## src/rtl/dual_update_seq.sv

```systemverilog
// Sequencer for one ADMM dual-update pass over the horizon, with primal-residual tracking.
//   state  | meaning
//   IDLE   | waiting for go
//   READ   | knot memory read, MEM_LAT cycles (rd_en on first)
//   FIRE   | du_start pulse, residual of knot k folded into running max
//   WAIT   | waiting for du_done
//   WRITE  | write-back strobes, advance k
//   FINISH | pass_done pulse, results registered on entry
module dual_update_seq #(
    parameter int STATE_DIM   = 12,
    parameter int CONTROL_DIM = 4,
    parameter int W           = 16,
    parameter int HORIZON     = 10,
    parameter int MEM_LAT     = 1,
    parameter int KW          = (HORIZON > 1) ? $clog2(HORIZON) : 1
) (
    input  logic                            clk,
    input  logic                            reset,
    input  logic                            go,
    input  logic                            clr_iter,
    input  logic [W-1:0]                    tol,
    input  logic [CONTROL_DIM-1:0][W-1:0]   u_k,
    input  logic [CONTROL_DIM-1:0][W-1:0]   z_k,
    input  logic [STATE_DIM-1:0][W-1:0]     x_k,
    input  logic [STATE_DIM-1:0][W-1:0]     v_k,
    input  logic                            du_done,
    output logic                            rd_en,
    output logic [KW-1:0]                   rd_addr,
    output logic                            du_start,
    output logic                            wr_en,
    output logic                            wr_ctrl_en,
    output logic [KW-1:0]                   wr_addr,
    output logic                            busy,
    output logic                            pass_done,
    output logic [W-1:0]                    prim_res,
    output logic                            converged,
    output logic [7:0]                      iter_cnt
);

    localparam int LW = (MEM_LAT > 1) ? $clog2(MEM_LAT) : 1;
    localparam logic [KW-1:0] K_LAST  = KW'(HORIZON - 1);
    localparam logic [LW-1:0] LAT_TOP = LW'(MEM_LAT - 1);

    typedef enum logic [2:0] {
        S_IDLE, S_READ, S_FIRE, S_WAIT, S_WRITE, S_FINISH
    } state_t;

    state_t          state, state_nx;
    logic [KW-1:0]   k;
    logic [LW-1:0]   lat_cnt;
    logic [W-1:0]    run_max;
    logic [W-1:0]    knot_max;
    logic            last_knot;

    assign last_knot = (k == K_LAST);
    assign rd_addr   = k;
    assign wr_addr   = k;

    // |a - b| in W+1 bits; the result is clamped to all-ones if it ever exceeds W bits.
    function automatic logic [W-1:0] abs_diff(input logic [W-1:0] a, input logic [W-1:0] b);
        logic [W:0] d;
        logic [W:0] mag;
        d   = {a[W-1], a} - {b[W-1], b};
        mag = d[W] ? (~d + (W+1)'(1)) : d;
        return mag[W] ? {W{1'b1}} : mag[W-1:0];
    endfunction

    always_comb begin
        logic [W-1:0] m;
        knot_max = '0;
        for (int i = 0; i < STATE_DIM; i++) begin
            m = abs_diff(x_k[i], v_k[i]);
            if (m > knot_max) knot_max = m;
        end
        if (!last_knot) begin
            for (int i = 0; i < CONTROL_DIM; i++) begin
                m = abs_diff(u_k[i], z_k[i]);
                if (m > knot_max) knot_max = m;
            end
        end
    end

    always_ff @(posedge clk) begin
        if (reset) state <= S_IDLE;
        else       state <= state_nx;
    end

    always_comb begin
        state_nx   = state;
        rd_en      = 1'b0;
        du_start   = 1'b0;
        wr_en      = 1'b0;
        wr_ctrl_en = 1'b0;
        pass_done  = 1'b0;
        busy       = (state != S_IDLE);
        case (state)
            S_IDLE:   if (go) state_nx = S_READ;
            S_READ: begin
                rd_en = (lat_cnt == LAT_TOP);
                if (lat_cnt == '0) state_nx = S_FIRE;
            end
            S_FIRE: begin
                du_start = 1'b1;
                state_nx = S_WAIT;
            end
            S_WAIT:   if (du_done) state_nx = S_WRITE;
            S_WRITE: begin
                wr_en      = 1'b1;
                wr_ctrl_en = !last_knot;
                state_nx   = last_knot ? S_FINISH : S_READ;
            end
            S_FINISH: begin
                pass_done = 1'b1;
                state_nx  = S_IDLE;
            end
            default:  state_nx = S_IDLE;
        endcase
    end

    always_ff @(posedge clk) begin
        if (reset) begin
            k         <= '0;
            lat_cnt   <= '0;
            run_max   <= '0;
            prim_res  <= '0;
            converged <= 1'b0;
            iter_cnt  <= '0;
        end else begin
            if (state == S_IDLE && go) begin
                k       <= '0;
                run_max <= '0;
            end
            if (state_nx == S_READ && state != S_READ)
                lat_cnt <= LAT_TOP;
            else if (state == S_READ && lat_cnt != '0)
                lat_cnt <= lat_cnt - 1'b1;
            if (state == S_FIRE && knot_max > run_max)
                run_max <= knot_max;
            if (state == S_WRITE && !last_knot)
                k <= k + 1'b1;
            // Results land on the edge into FINISH so they appear alongside pass_done.
            if (state == S_WRITE && last_knot) begin
                prim_res  <= run_max;
                converged <= (run_max <= tol);
            end
            if (clr_iter)
                iter_cnt <= '0;
            else if (state == S_WRITE && last_knot && iter_cnt != 8'hFF)
                iter_cnt <= iter_cnt + 8'd1;
        end
    end

endmodule
```

## config.mk

```make
export PLATFORM = sky130hd
export DESIGN_NAME = dual_update_seq
export DESIGN_NICKNAME = d
export VERILOG_FILES = /design/src/rtl/dual_update_seq.sv
export SDC_FILE = /design/constraint.sdc
export NUM_CORES = 2
export LEC_CHECK = 0
export CAP_MARGIN = 20
export CORE_MARGIN = 5
export CORE_UTILIZATION = 45
export CTS_CLUSTER_DIAMETER = 60
export DETAILED_ROUTE_END_ITERATION = 8
export GPL_TIMING_DRIVEN = 0
export PLACE_DENSITY = 0.73
export SYNTH_ARGS = -nofsm -noshare
export SYNTH_HDL_FRONTEND = slang
export SYNTH_SLANG_ARGS = --single-unit
```

## constraint.sdc

```tcl
create_clock -name clk -period 62 [get_ports clk]
set_clock_uncertainty 0.05 [all_clocks]
set_input_delay 15.5 -clock clk [delete_from_list [all_inputs] [get_ports clk]]
set_output_delay 15.5 -clock clk [all_outputs]
set_load 0.02 [all_outputs]
```

==> run_results.csv <==
group,metric,value,unit
clocking,htreeDepth,2,
routing,route.final.wire_length,104000,µm
worst_setup_path,critical_path.max_fanout,10,
worst_setup_path,critical_path.startpoint_type,"primary input",
clocking,clock_insertion_delay_worst_skew,0.32,ns
place,place_hpwl,90710,µm
floorplan,floorplan.initialDensity,45.30,%
timing,maxSlewViolCount,0,
synth,synthesis.nets,5697,
place,dp_worst_setup_slack,-4.167,ns
finish,final_nets,6312,
clocking,tritoncts.num_buffers,5,
synth,synth-seq-area-share,3.157,%
timing,final_period_demand_of_the_worst_path,59.08,ns
global_route,first_global_vias,32354,
floorplan,fp-row-count,96,
routing,detail_route.first_pass.iterations,7,
synth,synth_area_leaders,"ha_1 (21%), inv_1 (7.0%), a21oi_1 (6.6%)",
worst_setup_path,endpoint_kind,"flop",
timing,setup_viol,0,
floorplan,io-pin-count,572,
synth,synth_warnings,0,
floorplan,floorplan.core_area,68590,µm²
worst_setup_path,critPathMaxStageDelay,0.53,ns
routing,drtIter0Drc,2607,
place,routability_congestion_estimate_from_global_placement,0.9909,
synth,synth_seq_cells,49,
run_status,outcome,"complete, no violations",
timing,fmax,16.93,MHz
clocking,worst_setup_hold_path_clk_slew,0.08,ns
floorplan,fp.dieH,272.8,µm
clocking,cts_tree,"built",
clocking,max-clock-path-buffers,2,
finish,area.growth.synth_to_final,24.96,%
min_path,worstHoldPathType,"reg -> reg",
timing,final.hold.worst_slack,0.4068,ns
global_route,grt_overflow_total,0,
clocking,postCtsHoldBufs,0,
synth,ys_dominant_reg_cell,"dfxtp_1",
synth,synthMostInstantiatedCell,"inv_1",
job,cap_violations,0,
timing,timing_worst_slew_pin_value,0.9912,ns
clocking,clk_root_buffer_cell,"clkbuf_16",
timing,fin_crit_share,95.29,%
global_route,global_route.usage.total,25.77,%
synth,postSynthAreaPerCell,6.722,µm²
finish,drive_above_1_share,4.506,%
synth,mappedNetlistArea,31070,µm²
synth,synth_area_leader_cell,"ha_1",
global_route,wire_length_of_the_first_global_routing_pass,162000,µm
synth,synthArstFlopShare,0,%
floorplan,dieWidth,272.8,µm
synth,synth_top_cells_by_count,"inv_1 (576), ha_1 (526), nand2_1 (421)",
routing,drc,0,
worst_setup_path,worst-setup-path-type,"in -> reg",
global_route,grt_antenna_before_repair,13,
worst_setup_path,timing.critical_path.required,62.14,ns
timing,hold_viol_final,0,
timing,slew_headroom,33.08,%
routing,via_count,34933,
routing,routed_wire_length_per_instance,16.83,µm
global_route,grt_start_max_net_pins,16,
floorplan,design.die.area,74400,µm²
synth,synthDominantCellAreaShare,21.18,%
worst_setup_path,slowest_stage,"or4_1",
timing,timing.final.ws_setup,2.920,ns
worst_setup_path,worstPathArrival,59.22,ns
routing,routed_antenna_nets,0,
synth,post_synth_inst_count,4622,
synth,netlist-cell-type-count,116,
clocking,cts_num_sinks,49,
routing,dr_vias_cell,5.653,
place,port_buffers,571,
synth,synth-edff-count,0,
cell type report:
class	count	area (µm²)
fillers	6603	29760
multi-input cells	3874	27750
repair buffers	611	6021
inverters	578	2170
well taps	931	1165
flip-flops and latches	49	980.9
plain buffers	118	565.5
clock buffers	6	128.9
diodes	11	27.53
clock inverters	2	15.01
what timing repair did:
action	CTS	global route
buffers inserted	4	34
endpoints found under the setup margin	16	16
gates resized for setup	35	110
pin swaps	2	18
cell usage in the layout, fill, tap and decap left out, types with 22 or more instances in the layout:
| cell | netlist | final |
|---|---|---|
| mux2i_1 | 85 | 78 |
| xor2_1 | 102 | 102 |
| a211oi_1 | 34 | 34 |
| o21ai_1 | 22 | 29 |
| a21o_1 | 146 | 146 |
| mux2_2 | 32 | 32 |
| xnor2_1 | 229 | 229 |
| nand2b_1 | 71 | 71 |
| inv_1 | 576 | 576 |
| or3_1 | 61 | 61 |
| clkdlybuf4s50_1 | 0 | 571 |
| and3_1 | 38 | 38 |
| nand4_1 | 71 | 71 |
| nor2b_1 | 119 | 119 |
| o21a_1 | 45 | 45 |
| o21bai_1 | 95 | 95 |
| a21oi_1 | 412 | 401 |
| o21ai_0 | 217 | 208 |
| or4_1 | 30 | 30 |
| nor3_1 | 108 | 106 |
| dfxtp_1 | 49 | 49 |
| buf_4 | 5 | 50 |
| nand3_1 | 77 | 75 |
| nand3b_1 | 22 | 22 |
| and2_1 | 45 | 45 |
| a31oi_1 | 74 | 69 |
| clkbuf_1 | 106 | 82 |
| nand2_1 | 421 | 421 |
| ha_1 | 526 | 526 |
| nor2_1 | 395 | 392 |
critical path, delay by kind of cell:
family | cells | cell delay (ns)
multiplexers | 10 | 3.19
AO/OA/AOI/OAI | 112 | 20.29
adder cells (fa/ha/maj) | 18 | 5.30
buffers and inverters | 27 | 4.44
AND/OR/NAND/NOR | 73 | 10.55
metal layers:
metal  vias to the layer above  routed length (µm)  global-route usage, %
met3                       193                5829                  2.212
met4                         2                3321                  6.631
li1                      17664                   -                      -
met2                      1115               49850                  46.46
met1                     15959               45020                  33.07
met5                         -                  12                      0
worst paths after layout:
kind | start | slack [ns] | end | cells after the start
hold reg to reg | prim_res[12]$_SDFFE_PP0P_ | 0.41 | prim_res[12]$_SDFFE_PP0P_ | 2
setup / recovery | x_k[0] | 2.92 | run_max[1]$_SDFFE_PP0P_ | 240
setup reg to reg | rd_addr[1]$_SDFFE_PP0P_ | 57.07 | run_max[1]$_SDFFE_PP0P_ | 27
hold / removal | prim_res[12]$_SDFFE_PP0P_ | 0.41 | prim_res[12]$_SDFFE_PP0P_ | 2
sequential cells by signal, indices dropped and copies added, names as in the netlist:
name / flops
state: 3
iter_cnt: 8
prim_res: 16
run_max: 16
lat_cnt: 1
rd_addr: 4
converged: 1
logic make-up after synthesis:
kind of cell	synth area share (%)
mux	4.031
flops	3.157
buf+inv	8.570
fa+ha+maj	22.28
xor+xnor	9.436
simple gates	24.63
compound gates	27.90
stage by stage:
| step | instances | setup TNS [ns] | utilization [%] | area [µm²] |
|---|---|---|---|---|
| CTS | 6135 | 0 | 55.73 | 38220 |
| floorplan | 4622 | 0 | - | 31070 |
| global route | 6179 | -4.776 | 56.60 | 38820 |
| global placement | 6124 | -61.47 | 55.33 | 37950 |
| detailed placement | 6124 | -65.06 | 55.33 | 37950 |
| finish | 6180 | 0 | 56.61 | 38820 |
Power is not shown: default switching activity piles up to over one toggle a cycle in this logic, so the estimate is an artifact.
